`src/rtl/ws_pkg.sv`:
```
// rtl/ws_pkg.sv - shared types and accumulate helper for the weight-stationary PE family
package ws_pkg;

    typedef enum logic {
        PIPE_1,
        PIPE_2
    } ws_pipe_e;

    localparam int WS_ACC_W = 32;

    // Returns {ovf, sum}; signed overflow is same-sign operands giving a different-sign result.
    function automatic logic [WS_ACC_W:0] sat_add(
        input logic [WS_ACC_W-1:0] a,
        input logic [WS_ACC_W-1:0] b,
        input logic                signed_mode,
        input logic                sat
    );
        logic [WS_ACC_W:0]   full;
        logic [WS_ACC_W-1:0] sum;
        logic                ovf;
        full = {1'b0, a} + {1'b0, b};
        sum  = full[WS_ACC_W-1:0];
        if (signed_mode) begin
            ovf = (a[WS_ACC_W-1] == b[WS_ACC_W-1]) && (sum[WS_ACC_W-1] != a[WS_ACC_W-1]);
        end else begin
            ovf = full[WS_ACC_W];
        end
        if (sat && ovf) begin
            if (signed_mode) begin
                sum = a[WS_ACC_W-1] ? {1'b1, {(WS_ACC_W-1){1'b0}}} : {1'b0, {(WS_ACC_W-1){1'b1}}};
            end else begin
                sum = '1;
            end
        end
        return {ovf, sum};
    endfunction

endpackage

```
`src/rtl/ws_acc_sat.sv`:
```
// rtl/ws_acc_sat.sv - combinational accumulate with overflow detect and optional saturation
module ws_acc_sat
    import ws_pkg::*;
#(
    parameter int ACC_WIDTH = 32,
    parameter int SAT       = 0
) (
    input  logic [ACC_WIDTH-1:0] c,
    input  logic [ACC_WIDTH-1:0] p,
    input  logic                 signed_mode,
    output logic [ACC_WIDTH-1:0] sum,
    output logic                 ovf
);

    localparam int MSB = ACC_WIDTH - 1;

    logic [ACC_WIDTH:0]   full;
    logic [ACC_WIDTH-1:0] raw;
    logic                 signed_ovf;

    assign full       = {1'b0, c} + {1'b0, p};
    assign raw        = full[MSB:0];
    assign signed_ovf = (c[MSB] == p[MSB]) && (raw[MSB] != c[MSB]);

    always_comb begin
        ovf = signed_mode ? signed_ovf : full[ACC_WIDTH];
        sum = raw;
        if (SAT != 0 && ovf) begin
            // Clamp toward the direction of the overflow: the shared operand sign picks the rail.
            if (signed_mode) begin
                sum = c[MSB] ? {1'b1, {MSB{1'b0}}} : {1'b0, {MSB{1'b1}}};
            end else begin
                sum = '1;
            end
        end
    end

endmodule

```
`src/rtl/ws_pe_dbuf.sv`:
```
// rtl/ws_pe_dbuf.sv - weight-stationary systolic PE with shadow/active weight double buffer
module ws_pe_dbuf
    import ws_pkg::*;
#(
    parameter int DATA_WIDTH = 8,
    parameter int ACC_WIDTH  = 32,
    parameter int PIPE       = 1,
    parameter int SAT        = 0
) (
    input  logic                  clk,
    input  logic                  rst,
    input  logic                  enable,
    input  logic                  signed_mode,
    input  logic                  b_load,
    input  logic [DATA_WIDTH-1:0] b_in,
    output logic [DATA_WIDTH-1:0] b_out,
    input  logic                  b_swap,
    input  logic                  valid_in,
    input  logic [DATA_WIDTH-1:0] a_in,
    output logic [DATA_WIDTH-1:0] a_out,
    input  logic [ACC_WIDTH-1:0]  c_in,
    output logic [ACC_WIDTH-1:0]  c_out,
    output logic                  valid_out,
    input  logic                  ovf_clr,
    output logic                  ovf
);

    localparam ws_pipe_e PIPE_MODE = (PIPE == 2) ? PIPE_2 : PIPE_1;

    logic [DATA_WIDTH-1:0] shadow;
    logic [DATA_WIDTH-1:0] active;

    // Weight chain runs regardless of enable so tiles can preload during stalls.
    always_ff @(posedge clk or negedge rst) begin
        if (!rst) begin
            shadow <= '0;
            active <= '0;
        end else begin
            if (b_load) shadow <= b_in;
            if (b_swap) active <= shadow;
        end
    end

    assign b_out = shadow;

    logic signed [ACC_WIDTH-1:0] a_ext;
    logic signed [ACC_WIDTH-1:0] w_ext;
    logic signed [ACC_WIDTH-1:0] prod;
    logic        [ACC_WIDTH-1:0] prod_v;

    assign a_ext  = ACC_WIDTH'($signed({signed_mode & a_in[DATA_WIDTH-1], a_in}));
    assign w_ext  = ACC_WIDTH'($signed({signed_mode & active[DATA_WIDTH-1], active}));
    assign prod   = a_ext * w_ext;
    assign prod_v = valid_in ? prod : '0;

    always_ff @(posedge clk or negedge rst) begin
        if (!rst) begin
            a_out <= '0;
        end else if (enable) begin
            a_out <= a_in;
        end
    end

    logic [ACC_WIDTH-1:0] acc_c;
    logic [ACC_WIDTH-1:0] acc_p;
    logic                 acc_v;
    logic                 acc_sm;

    generate
        if (PIPE_MODE == PIPE_2) begin : g_pipe2
            logic [ACC_WIDTH-1:0] p1;
            logic [ACC_WIDTH-1:0] c1;
            logic                 v1;
            logic                 sm1;

            // Product is frozen here, so a later swap cannot touch an in-flight operand.
            always_ff @(posedge clk or negedge rst) begin
                if (!rst) begin
                    p1  <= '0;
                    c1  <= '0;
                    v1  <= 1'b0;
                    sm1 <= 1'b0;
                end else if (enable) begin
                    p1  <= prod_v;
                    c1  <= c_in;
                    v1  <= valid_in;
                    sm1 <= signed_mode;
                end
            end

            assign acc_c  = c1;
            assign acc_p  = p1;
            assign acc_v  = v1;
            assign acc_sm = sm1;
        end else begin : g_pipe1
            assign acc_c  = c_in;
            assign acc_p  = prod_v;
            assign acc_v  = valid_in;
            assign acc_sm = signed_mode;
        end
    endgenerate

    logic [ACC_WIDTH-1:0] acc_sum;
    logic                 acc_ovf;

    ws_acc_sat #(
        .ACC_WIDTH (ACC_WIDTH),
        .SAT       (SAT)
    ) u_acc (
        .c           (acc_c),
        .p           (acc_p),
        .signed_mode (acc_sm),
        .sum         (acc_sum),
        .ovf         (acc_ovf)
    );

    always_ff @(posedge clk or negedge rst) begin
        if (!rst) begin
            c_out     <= '0;
            valid_out <= 1'b0;
            ovf       <= 1'b0;
        end else begin
            if (enable) begin
                c_out     <= acc_sum;
                valid_out <= acc_v;
            end
            // Set is written last so it wins over a same-cycle clear.
            if (ovf_clr) ovf <= 1'b0;
            if (enable && acc_v && acc_ovf) ovf <= 1'b1;
        end
    end

endmodule

```
`config.mk`:
```
export PLATFORM = sky130hd
export DESIGN_NAME = ws_pe_dbuf
export DESIGN_NICKNAME = d
export VERILOG_FILES = /design/src/rtl/ws_pkg.sv /design/src/rtl/ws_acc_sat.sv /design/src/rtl/ws_pe_dbuf.sv
export SDC_FILE = /design/constraint.sdc
export NUM_CORES = 1
export LEC_CHECK = 0
export ABC_AREA = 1
export BUFFER_PORTS_ARGS = -buffer_cell sky130_fd_sc_hd__buf_2
export CORE_ASPECT_RATIO = 0.7
export CORE_MARGIN = 4
export CORE_UTILIZATION = 35
export CTS_BUF_LIST = sky130_fd_sc_hd__clkbuf_2 sky130_fd_sc_hd__clkbuf_4 sky130_fd_sc_hd__clkbuf_8
export DETAILED_ROUTE_END_ITERATION = 8
export PLACE_DENSITY_LB_ADDON = 0.05
export SLEW_MARGIN = 20
export SYNTH_ARGS = -nofsm -noshare
export SYNTH_HDL_FRONTEND = slang
export SYNTH_SLANG_ARGS = --single-unit
```
`constraint.sdc`:
```
create_clock -name clk -period 13.5 [get_ports clk]
set_input_delay 2.025 -clock clk [delete_from_list [all_inputs] [get_ports clk]]
set_output_delay 2.025 -clock clk [all_outputs]
set_load 0.03 [all_outputs]
```
# --- Word-level counts from Yosys, hierarchy flattened ---
# Cells that the tools add are included.
totals:
  reg_bits: 58
  in_bits: 56
  out_inout_bits: 50
  elab_cells: 20
classes:
  n_addsub: 1
  multipliers: 1
  eq_ne: 2
  n_mux: 4
  bitwise_logic: 2
  n_reduce_logical: 4
op_table:
  columns: ["op", "n"]
  rows:
  - ["32-bit by 32-bit adder with 33-bit output", 1]
  - ["32-bit two-way mux", 1]
  - ["9-bit by 9-bit multiplier with 18-bit output", 1]
  - ["1-bit logical AND", 3]
  - ["1-bit two-way mux", 3]
  - ["1-bit AND", 2]
  - ["2-bit nonzero test", 1]
  - ["1-bit == test", 1]
  - ["1-bit inequality test", 1]

# --- Logic depth before layout (Yosys ltp) ---
# Gate-level depths: netlist of the first run.
depth:
  depth_word: 9
  mapped_depth: 38
  depth_no_buf: 37

# --- By module ---
# From an unflattened synthesis of the first run, not the netlist that was laid out.
unflattened:
  cells_unflattened: 987
  area_unflattened_um2: 7538.5
modules_own_cells:
  columns: ["module", "instances", "cells_each", "area_each_um2", "seq_area_each_um2"]
  rows:
  - ["ws_pe_dbuf", 1, 609, 5479.0, 1451.4]
  - ["ws_acc_sat", 1, 378, 2059.5, 0.0]

# --- Worst setup path after synthesis of the first run ---
# Ideal clock, no wire load.
synth_path:
  kind: "input-to-reg"
  from: "input port a_in[7]"
  to: "register ovf"
  setup_ns: 0.117
  arrival_time_ns: 8.250
  required_ns: 13.383
  path_slack_ns: 5.133
  cell_stages: 33
  n_path_buf: 1
  path_cell_list: "clkbuf_1 -> nand2_1 -> nor2_1 -> inv_1 -> fa_1 -> inv_1 -> fa_1 -> fa_1 -> fa_1 -> inv_1 -> fa_1 -> inv_1 -> ha_1 -> a21oi_1 -> o31ai_2 -> nand3_1 -> nand4_1 -> nand3_1 -> nand2_1 -> nor2_1 -> ha_1 -> nand2_2 -> inv_1 -> nand2_1 -> nand2_1 -> nand2_1 -> nand2_1 -> a21oi_2 -> nand3_1 -> nand3_1 -> nand2_1 -> nand2_1 -> nand2_1"
synth_between:
  elab_chain_len: 9
  word_cells_on_any_way: 11
  classes_between: "add/sub: 1; mul: 1; eq/ne: 2; mux: 3; bitwise: 1; reduce/logical: 3"
synth_lines:
  columns: ["element", "line", "rtl"]
  rows:
  - ["start: declaration", "ws_pe_dbuf.sv:19", "input logic [DATA_WIDTH-1:0] a_in,"]
  - ["1-bit AND", "ws_pe_dbuf.sv:51", "assign a_ext = ACC_WIDTH'($signed({signed_mode & a_in[DATA_WIDTH-1], a_in}));"]
  - ["9-bit by 9-bit multiplier with 18-bit output (*)", "ws_pe_dbuf.sv:53", "assign prod = a_ext * w_ext;"]
  - ["32-bit two-way mux (*)", "ws_pe_dbuf.sv:54", "assign prod_v = valid_in ? prod : '0;"]
  - ["32-bit by 32-bit adder with 33-bit output", "ws_acc_sat.sv:21", "assign full = {1'b0, c} + {1'b0, p};"]
  - ["1-bit inequality test", "ws_acc_sat.sv:23", "assign signed_ovf = (c[MSB] == p[MSB]) && (raw[MSB] != c[MSB]);"]
  - ["1-bit logical AND", "ws_acc_sat.sv:23", null]
  - ["1-bit two-way mux (*)", "ws_acc_sat.sv:26", "ovf = signed_mode ? signed_ovf : full[ACC_WIDTH];"]
  - ["1-bit logical AND (*)", "ws_pe_dbuf.sv:129", "if (enable && acc_v && acc_ovf) ovf <= 1'b1;"]
  - ["1-bit two-way mux / 2-bit nonzero test (equally long branches)", null, null]
  - ["end signal: assignment", "ws_pe_dbuf.sv:121", "ovf <= 1'b0;"]
  - ["end signal: assignment", "ws_pe_dbuf.sv:128", "if (ovf_clr) ovf <= 1'b0;"]
  - ["end signal: assignment", "ws_pe_dbuf.sv:129", null]
  - ["end: declaration", "ws_pe_dbuf.sv:25", "output logic ovf"]
# Mark *: on every way between the ends. The rest lies on a longest branch, timed or not.
# A chain may end at the register's enable or synchronous reset.

# --- Final worst setup path of the first run ---
layout_path:
  from: "input port a_in[7]"
  to: "register c_out[29]"
layout_between:
  elab_chain_len: 4
layout_lines:
  columns: ["element", "line", "rtl"]
  rows:
  - ["1-bit AND", "ws_pe_dbuf.sv:51", null]
  - ["9-bit by 9-bit multiplier with 18-bit output (*)", "ws_pe_dbuf.sv:53", null]
  - ["32-bit two-way mux (*)", "ws_pe_dbuf.sv:54", null]
  - ["32-bit by 32-bit adder with 33-bit output (*)", "ws_acc_sat.sv:21", null]
  - ["end signal: assignment", "ws_pe_dbuf.sv:124", "c_out <= acc_sum;"]
  - ["end: declaration", "ws_pe_dbuf.sv:22", "output logic [ACC_WIDTH-1:0] c_out,"]
# Marks and branches as above.

==> impl_metrics.tcl, run 1 <==
set metrics [dict create \
    min_path_cells 2 \
    total_power_mw 2.37 \
    post_synth_instance_area_sq_um 7480 \
    synth_top_family_by_area "adder cells" \
    final_antenna_net_count 0 \
    cp-start-kind "primary input" \
    worst-r2r-cell-count 28 \
    place.port_buffers 105 \
    via_count 6646 \
    htree_levels 3 \
    cts_num_sinks 58 \
    first_pass_grt_wire_length_mm 36.0 \
    timing.critical_path.required_ps 13740 \
    drtIter0Drc 431 \
    synth_xor_area_frac 0.0246 \
    die_h_um 130 \
    core_area_sq_um 20900 \
    yosysTopAreaCellShare 0.194 \
    slew_violations 0 \
    synth-seq-cells 58 \
    run_status "finished clean" \
    initial_utilization 0.359 \
    buffer_levels_on_the_longest_clock_path 2 \
    grt_setup_unrepaired "false" \
    worst_setup_slack_post_dpl_ps 4050 \
    post_layout_nonfiller_instances 1412 \
    postSynthCellCount 1041 \
    gr-total-overflow 0 \
    grt_antenna_before_repair 0 \
    die-width_um 183 \
    wl_mm 21.7 \
    finalHoldWorstSlack_ps 468 \
    hpwlAfterDp_mm 18.6 \
    synth.lib_cells_used.distinct 39 \
    io-pin-count 106 \
    gr-usage-all-layers 0.193 \
    fin_worst_skew_ps 8.91 \
    synth_area_leaders "dfrtp_1 (19%), fa_1 (19%), nand2_1 (16%)" \
    final_cycle_share 0.649 \
    cts.root.buffer_cell "clkbuf_8" \
    clk_pin_slew_worst_paths_ps 80 \
    crit_path_max_incr_delay_ps 710 \
    gp_congestion 0.904 \
    drt_pass1_iterations 5 \
    post_synth_and_or_nand_nor_area_fraction 0.256 \
    grt_max_degree 59 \
    synth_sequential_area_ratio 0.194 \
    setup_ws_ps 4740 \
    critPathCaptureType "register" \
    synth-adder-area-share 0.307 \
    max_cap_violations 0 \
    first_global_vias 6506 \
    worst_pin_slew_ps 798 \
    dpl_cell_area_sq_um 8260 \
    antenna_cells 0 \
    final_net_count 1328 \
    ratio_of_cells_with_drive_above_1_in_the_final_layout 0.146 \
    timing.hold.worst.class "reg -> reg" \
    drc_errors 0 \
    cts-resized-gates 0 \
    postLayoutCellArea_sq_um 8510 \
    post_synth_mux_area_share 0.0105 \
    vdd.ir_drop.worst_v 0.0000980 \
    final_core_utilization 0.408 \
    filler_cell_count 2296 \
    worst_ep_arrival_time_ps 9000 \
    cts_stage_hold_buffer_count 0 \
    total_leakage_power_nw 4.84 \
    die_area_sq_um 23800 \
    setup_viol 0 \
    tritoncts "yes" \
    synth.yosys.warnings 0 \
    cp_common_cell "inv_1" \
    post_cts.repair.setup_buffers 0 \
    synth_compound_area_frac 0.0876 \
    wl_per_cell_um 15.4 \
    area_growth_from_synthesis_to_layout_pct 13.8 \
    timing.critical_path.fanout_max 15 \
    power.density_cell_area_nw_per_um2 279 \
    setup-tns-final_ps 0 \
    avgViaCountPerCell 4.71 \
    cp_slowest_cell "fa_1" \
    dp.cells 1396 \
    synth.net_count 1238 \
    slew-limit-headroom 0.468 \
    fp-row-count 44 \
    min_period_ps 8760 \
    clk-insertion-delay-late_ps 360 \
    synth_top_area_cell "dfrtp_1" \
    cts_buffers 9 \
    hold_vio_cnt_final 0 \
    syn_avg_cell_area_sq_um 7.19 \
    worst_setup_path_category "in -> reg" \
    max_clock_freq_ghz 0.114 \
]
-- per-layer routing --
metal / global-route usage / part of all wire / vias up
met2: 0.240 / 0.34 / 189
met4: 0.0289 / 0.0071 / 0
met5: 0 / 0 / -
met3: 0.0365 / 0.066 / 8
met1: 0.335 / 0.58 / 3084
li1: - / - / 3365
-- cell usage after synthesis, drive strengths merged --
cell type and count:
nor3 12, nand4 5, o21bai 9, nor2 65, a21oi 55, buf 2, a21boi 1, dfrtp 58
inv 210, ha 70, o31ai 1, nor3b 1, clkbuf 26, nand3 39, and2 2, clkinv 1
nand2 320, xnor2 17, nand2b 1, fa 71, o21ai 41, o21a 3, a21o 2, or2 6
mux2 7, nand3b 7, xor2 4, a31oi 5
-- registers in the layout (all words and copies together), names as in the netlist --
name and count:
c_out 32, b_out 8, ovf 1, a_out 8
valid_out 1, active 8
-- path summary, 6_finish.rpt --
| kind | slack [ps] | to | start |
|---|---|---|---|
| min in group asynchronous | 1830 | a_out[3] | rst |
| setup / recovery | 4740 | c_out[29] | a_in[7] |
| hold / removal | 470 | a_out[3] | a_out[3] |
| max in group asynchronous | 11140 | c_out[13] | rst |
| setup reg to reg | 6020 | c_out[29] | active[7] |
| hold reg to reg | 470 | a_out[3] | a_out[3] |
-- layout by cell type, fill, tap and decap left out, types with 7 or more instances in the layout --
master    instances
inv_1           205
a21oi_1          52
nor2_2            7
nand2_2          10
nor2_1           56
buf_2           105
nand2_1         310
nand3b_1          7
ha_1             70
xnor2_1          17
mux2_2            7
clkbuf_8          9
o21bai_1          8
o21ai_0          35
nand3_1          39
dfrtp_1          58
nor3_1           10
fa_1             71
-- report_power, final --
part           total, mW  switching, mW  leakage [nW]  internal (mW)
Combinational       1.89           1.26          4.02          0.637
Clock              0.210         0.0862         0.124          0.124
Sequential         0.270         0.0393         0.698          0.231
-- logic make-up (layout without fill, tap and decap cells) --
family          count (synthesis)  in the layout
fa+ha+maj                     141            141
xor+xnor                       21             21
simple gates                  458            458
flops                          58             58
buf+inv                       239            334
mux                             7              7
compound gates                117            117
-- critical path: cells and delay by family --
family | cells | cell delay, ps
adder cells (fa/ha/maj) | 7 | 3550
AND/OR/NAND/NOR | 13 | 2300
buffers and inverters | 6 | 620
AO/OA/AOI/OAI | 3 | 480
-- final cells by class --
class	instances	area, sq um	share of cell area
repair buffers	107	541	0.0635
well taps	276	345	0.0406
flip-flops and latches	58	1450	0.170
multi-input cells	744	5140	0.603
inverters	211	792	0.0930
clock buffers	9	124	0.0145
clock inverters	7	125	0.0147
(Power assumes the default switching activity.)
==> inputs of run 2 (changes only) <==
--- a/config.mk
+++ b/config.mk
@@ -5,7 +5,7 @@
 export SDC_FILE = /design/constraint.sdc
 export NUM_CORES = 1
 export LEC_CHECK = 0
-export ABC_AREA = 1
+export ABC_AREA = 0
 export BUFFER_PORTS_ARGS = -buffer_cell sky130_fd_sc_hd__buf_2
 export CORE_ASPECT_RATIO = 0.7
 export CORE_MARGIN = 4
==> constraint.sdc (replaced) <==
create_clock -name clk -period 8.8 [get_ports clk]
set_input_delay 1.32 -clock clk [delete_from_list [all_inputs] [get_ports clk]]
set_output_delay 1.32 -clock clk [all_outputs]
set_load 0.03 [all_outputs]
==> run 2 against run 1 <==
Against the previous run:
- clock skew up 7.4 ps
- via count down 18%
- non-clock buffer count up 6
- synthesized area down 5.9%
- global-route usage down 2.6 points
- setup slack worse by 4300 ps
- clock-buffer cell count unchanged
- largest cell class unchanged
==> impl_metrics.tcl, run 2 <==
set metrics [dict create \
    hold-path-endpoint "c_out[7]" \
    yosysTopAreaCellShare 0.206 \
    via_count 5467 \
    drt_pass1_iterations 4 \
    synth_sequential_area_ratio 0.206 \
    gr-usage-all-layers 0.167 \
    cp_common_cell "fa_1" \
    htree_levels 3 \
    post_synth_instance_area_sq_um 7040 \
    place.port_buffers 105 \
    worst_pin_slew_ps 821 \
    synth.lib_cells_used.distinct 63 \
    run_status "finished clean" \
    setup-tns-final_ps 0 \
    timing.critical_path.fanout_max 15 \
    min_from "c_out[7]" \
    die_area_sq_um 22500 \
    drtIter0Drc 279 \
    core_area_sq_um 19800 \
    syn_avg_cell_area_sq_um 9.48 \
    hold_vio_cnt_final 0 \
    clk_pin_slew_worst_paths_ps 90 \
    io-pin-count 106 \
    max_cap_violations 0 \
    setup_viol 0 \
    largest_register_ffs 32 \
    cp-start-kind "primary input" \
    worst_r2r_endpoint "ovf" \
    synth.net_count 940 \
    cp_slowest_cell "fa_1" \
    post-synth-top-count-cell "inv_1" \
    fp-row-count 43 \
    tritoncts "yes" \
    worst-r2r-cell-count 26 \
    first_global_vias 5758 \
    worst_setup_path_category "in -> reg" \
    ratio_of_cells_with_drive_above_1_in_the_final_layout 0.236 \
    initial_utilization 0.356 \
    avgViaCountPerCell 4.90 \
    final_net_count 1037 \
    gr-total-overflow 0 \
    synth_commonest_cells "inv_1 (101), fa_1 (71), ha_1 (70)" \
    synth-async-reset-ratio 1.00 \
    ff2ff_setup_slack_ps 1140 \
    crit_path_max_incr_delay_ps 550 \
    synth_area_leaders "dfrtp_1 (21%), fa_1 (20%), ha_1 (12%)" \
    gp_congestion 0.812 \
    timing.critical_path.required_ps 9080 \
    max_flop_register "c_out" \
    cts-resized-gates 0 \
    max_clock_freq_ghz 0.120 \
    die-width_um 178 \
    post_cts.repair.setup_buffers 0 \
    cts_buffers 9 \
    slew-limit-headroom 0.453 \
    cts_stage_hold_buffer_count 0 \
    slew_violations 0 \
    synth-seq-cells 58 \
    wl_per_cell_um 16.4 \
    final_antenna_net_count 0 \
    cts_num_sinks 58 \
    die_h_um 127 \
    postSynthCellCount 743 \
    min_path_cells 1 \
    first_pass_grt_wire_length_mm 29.9 \
    min_period_ps 8340 \
    hpwlAfterDp_mm 14.7 \
    buffer_levels_on_the_longest_clock_path 2 \
    synth_top_area_cell "dfrtp_1" \
    grt_max_degree 59 \
    mostFrequentLayoutCell "buf_2" \
    critical_path.reg2reg.startpoint "active[0]" \
    timing.hold.worst.class "reg -> reg" \
    synth.yosys.warnings 0 \
    critPathCaptureType "register" \
    cts.root.buffer_cell "clkbuf_8" \
    worst_ep_arrival_time_ps 8610 \
    grt_setup_unrepaired "false" \
    number_of_flops_mapped_to_enable_cells_by_yosys 0 \
    fin_worst_skew_ps 16.3 \
    final_cycle_share 0.947 \
    final_core_utilization 0.407 \
    final_cell_mix "buf_2 (105), inv_1 (101), fa_1 (71), ha_1 (70), nand2_1 (67)" \
    finalHoldWorstSlack_ps 493 \
    antenna_cells 0 \
    clk-insertion-delay-late_ps 380 \
    grt_antenna_before_repair 0 \
    synth_top_flop_cell "dfrtp_1" \
    drc_errors 0 \
    wl_mm 18.3 \
    area_growth_from_synthesis_to_layout_pct 14.6 \
]
-- run 2: layer usage --
metal / wire length [um] / GRT usage / vias to the layer above
met4: 148 / 0.0259 / 0
met1: 8950 / 0.241 / 2662
li1: - / - / 2659
met3: 1140 / 0.0396 / 14
met5: 0 / 0 / -
met2: 8010 / 0.262 / 132
-- run 2: layout make-up --
class / instances / area [sq um]
timing repair buffer: 113 / 586
clock buffer: 9 / 124
fill: 2062 / 11700
tap: 270 / 338
clock inverter: 7 / 101
multi-input combinational: 556 / 5080
sequential: 58 / 1450
inverter: 102 / 383
-- run 2: through the flow --
stage	area [sq um]	cells	setup slack (ps)
after CTS	8070	1115	478
after detailed placement	7840	1099	139
after floorplan	7040	743	857
final	8070	1115	464
after global placement	7840	1099	304
after global routing	8070	1115	70.0
-- run 2: critical path: cells and delay by family --
family | cells | cell delay (ps)
AND/OR/NAND/NOR | 5 | 970
adder cells (fa/ha/maj) | 7 | 3220
AO/OA/AOI/OAI | 12 | 2780
buffers and inverters | 4 | 300
-- run 2: worst max path at each step --
stage                start        end  slack, ps  cells after the start
2_1_floorplan  signed_mode  c_out[31]        860                     28
3_3_place_gp   signed_mode  c_out[28]        300                     28
3_5_place_dp   signed_mode  c_out[31]        140                     28
4_1_cts        signed_mode        ovf        480                     28
5_1_grt        signed_mode        ovf         70                     28
6_report       signed_mode        ovf        460                     28
-- run 2: kinds of logic after synthesis --
logic type	synth area share
AOI/OAI and AO/OA	0.130
adders and majority gates	0.326
and+or+nand+nor	0.142
xor gates and xnor gates	0.0485
muxes	0.0755
buffers and inverters	0.0718
DFF	0.206
Power of run 2 is left out: the tool's default activity adds up to more than one toggle a clock period on the data nets, which glitch-free logic cannot reach.
==> inputs of run 3 (changes only) <==
--- a/config.mk
+++ b/config.mk
@@ -13,6 +13,7 @@
 export CTS_BUF_LIST = sky130_fd_sc_hd__clkbuf_2 sky130_fd_sc_hd__clkbuf_4 sky130_fd_sc_hd__clkbuf_8
 export DETAILED_ROUTE_END_ITERATION = 8
 export PLACE_DENSITY_LB_ADDON = 0.05
+export REMOVE_ABC_BUFFERS = 1
 export SLEW_MARGIN = 20
 export SYNTH_ARGS = -nofsm -noshare
 export SYNTH_HDL_FRONTEND = slang
==> run 3 against run 2 <==
Against the previous run:
- global-route usage up 0.075 points
- setup slack better by 140 ps
- fmax up 1.7%
- flip-flop and latch count unchanged
- critical path depth unchanged
==> impl_metrics.tcl, run 3 (same netlist as run 2, synthesis figures left out) <==
set metrics [dict create \
    run_status "finished clean" \
    drt_pass1_iterations 4 \
    cp-start-kind "primary input" \
    worst_ep_arrival_time_ps 8460 \
    final_cell_mix "buf_2 (105), inv_1 (101), fa_1 (71), ha_1 (70), nand2_1 (67)" \
    via_count 5506 \
    filler_cell_count 2053 \
    slew-limit-headroom 0.447 \
    cts_buffers 9 \
    clk_pin_slew_worst_paths_ps 70 \
    tritoncts "yes" \
    seq_area_sq_um 1450 \
    timing.hold.worst.class "reg -> reg" \
    die_area_sq_um 22500 \
    drtIter0Drc 169 \
    worst_setup_path_category "in -> reg" \
    critical_path.reg2reg.startpoint "active[7]" \
    antenna_cells 0 \
    setup-tns-final_ps 0 \
    post_cts.repair.setup_buffers 0 \
    dp.cells 1095 \
    die-width_um 178 \
    post_layout_nonfiller_instances 1111 \
    final_net_count 1033 \
    hold-path-endpoint "c_out[7]" \
    grt_max_degree 59 \
    gr-usage-all-layers 0.168 \
    core_area_sq_um 19800 \
    clk-insertion-delay-late_ps 370 \
    largest_register_ffs 32 \
    hold_vio_cnt_final 0 \
    worst_r2r_endpoint "ovf" \
    timing.critical_path.fanout_max 15 \
    ff2ff_setup_slack_ps 1090 \
    critPathCaptureType "register" \
    wl_mm 18.2 \
    place.port_buffers 105 \
    max_cap_violations 0 \
    ratio_of_cells_with_drive_above_1_in_the_final_layout 0.233 \
    min_from "c_out[7]" \
    avgViaCountPerCell 4.96 \
    grt_setup_unrepaired "false" \
    slew_violations 0 \
    wl_per_cell_um 16.3 \
    final_core_utilization 0.404 \
    final_cycle_share 0.932 \
    area_growth_from_synthesis_to_layout_pct 13.7 \
    drc_errors 0 \
    mostFrequentLayoutCell "buf_2" \
    hpwlAfterDp_mm 14.7 \
    buffer_levels_on_the_longest_clock_path 2 \
    die_h_um 127 \
    cts.root.buffer_cell "clkbuf_8" \
    htree_levels 3 \
    worst-r2r-cell-count 27 \
    gr-total-overflow 0 \
    gp_congestion 0.876 \
    initial_utilization 0.356 \
    io-pin-count 106 \
    worst_pin_slew_ps 829 \
    setup_viol 0 \
    final_antenna_net_count 0 \
    min_path_cells 1 \
    min_period_ps 8200 \
    grt_antenna_before_repair 1 \
    max_flop_register "c_out" \
    max_clock_freq_ghz 0.122 \
    timing.critical_path.required_ps 9070 \
    fp-row-count 43 \
    cts_num_sinks 58 \
    fin_worst_skew_ps 20.4 \
    multi_input_area_sq_um 5100 \
    first_pass_grt_wire_length_mm 30.0 \
    first_global_vias 5828 \
]
## run 3: cell types whose count changed in the layout (fill, tap and decap cells not counted), sizes merged
| cell | delta |
|---|---|
| clkbuf | +1 |
| bufinv | -2 |
| clkinvlp | +1 |
| buf | -4 |
## run 3: how the worst max path moves through the flow
| stage | from | end | slack [ps] | depth (start not counted) |
|---|---|---|---|---|
| after global placement | signed_mode | c_out[31] | 210 | 28 |
| after CTS | signed_mode | ovf | 410 | 28 |
| after global routing | signed_mode | ovf | 10 | 28 |
| final | signed_mode | ovf | 600 | 28 |
| after floorplan | signed_mode | c_out[31] | 900 | 27 |
| after detailed placement | signed_mode | c_out[31] | 80 | 28 |
## run 3: stage by stage
stage	hold slack [ps]	worst slack, ps	cell area (sq um)
global placement	467	209	7810
finish	487	603	8000
CTS	496	415	7990
floorplan	598	904	6920
detailed placement	476	84.3	7810
global route	507	10.9	8000
## run 3: metal layers
layer	up-vias	part of all wire	GRT usage
li1	2670	-	-
met1	2695	0.50	0.245
met2	122	0.44	0.262
met3	17	0.053	0.0387
met4	2	0.0075	0.0223
met5	-	0.00039	0
## run 3: critical path, cell delays in order
cell and delay, ps:
buf_2 180, nand2_1 90, or2_2 310, fa_1 510, fa_1 540, inv_1 50, fa_1 500, fa_1 540
inv_1 50, fa_1 490, inv_1 40, ha_1 310, o21ai_0 120, a21oi_1 200, o21ai_0 170, a211oi_1 340
o211ai_1 190, a21oi_1 190, a31o_4 270, ha_1 350, a21oi_2 270, o211ai_1 140, a21oi_1 260, nand2_1 100
o31ai_2 270, o21ai_1 170, and3_1 200, nor4b_2 250
## run 3: cell type report
class / count / share of cell area
multi-input combinational: 556 / 0.637
timing repair buffer: 109 / 0.0694
inverter: 102 / 0.0478
clock inverter: 6 / 0.00516
clock buffer: 10 / 0.0172
tap: 270 / 0.0422
sequential: 58 / 0.181
## run 3: repair_timing
item,CTS,global route
gates resized for setup,0,2
hold buffers,0,0
endpoints found under the setup margin,0,2
Power of run 3 is left out for the same reason.
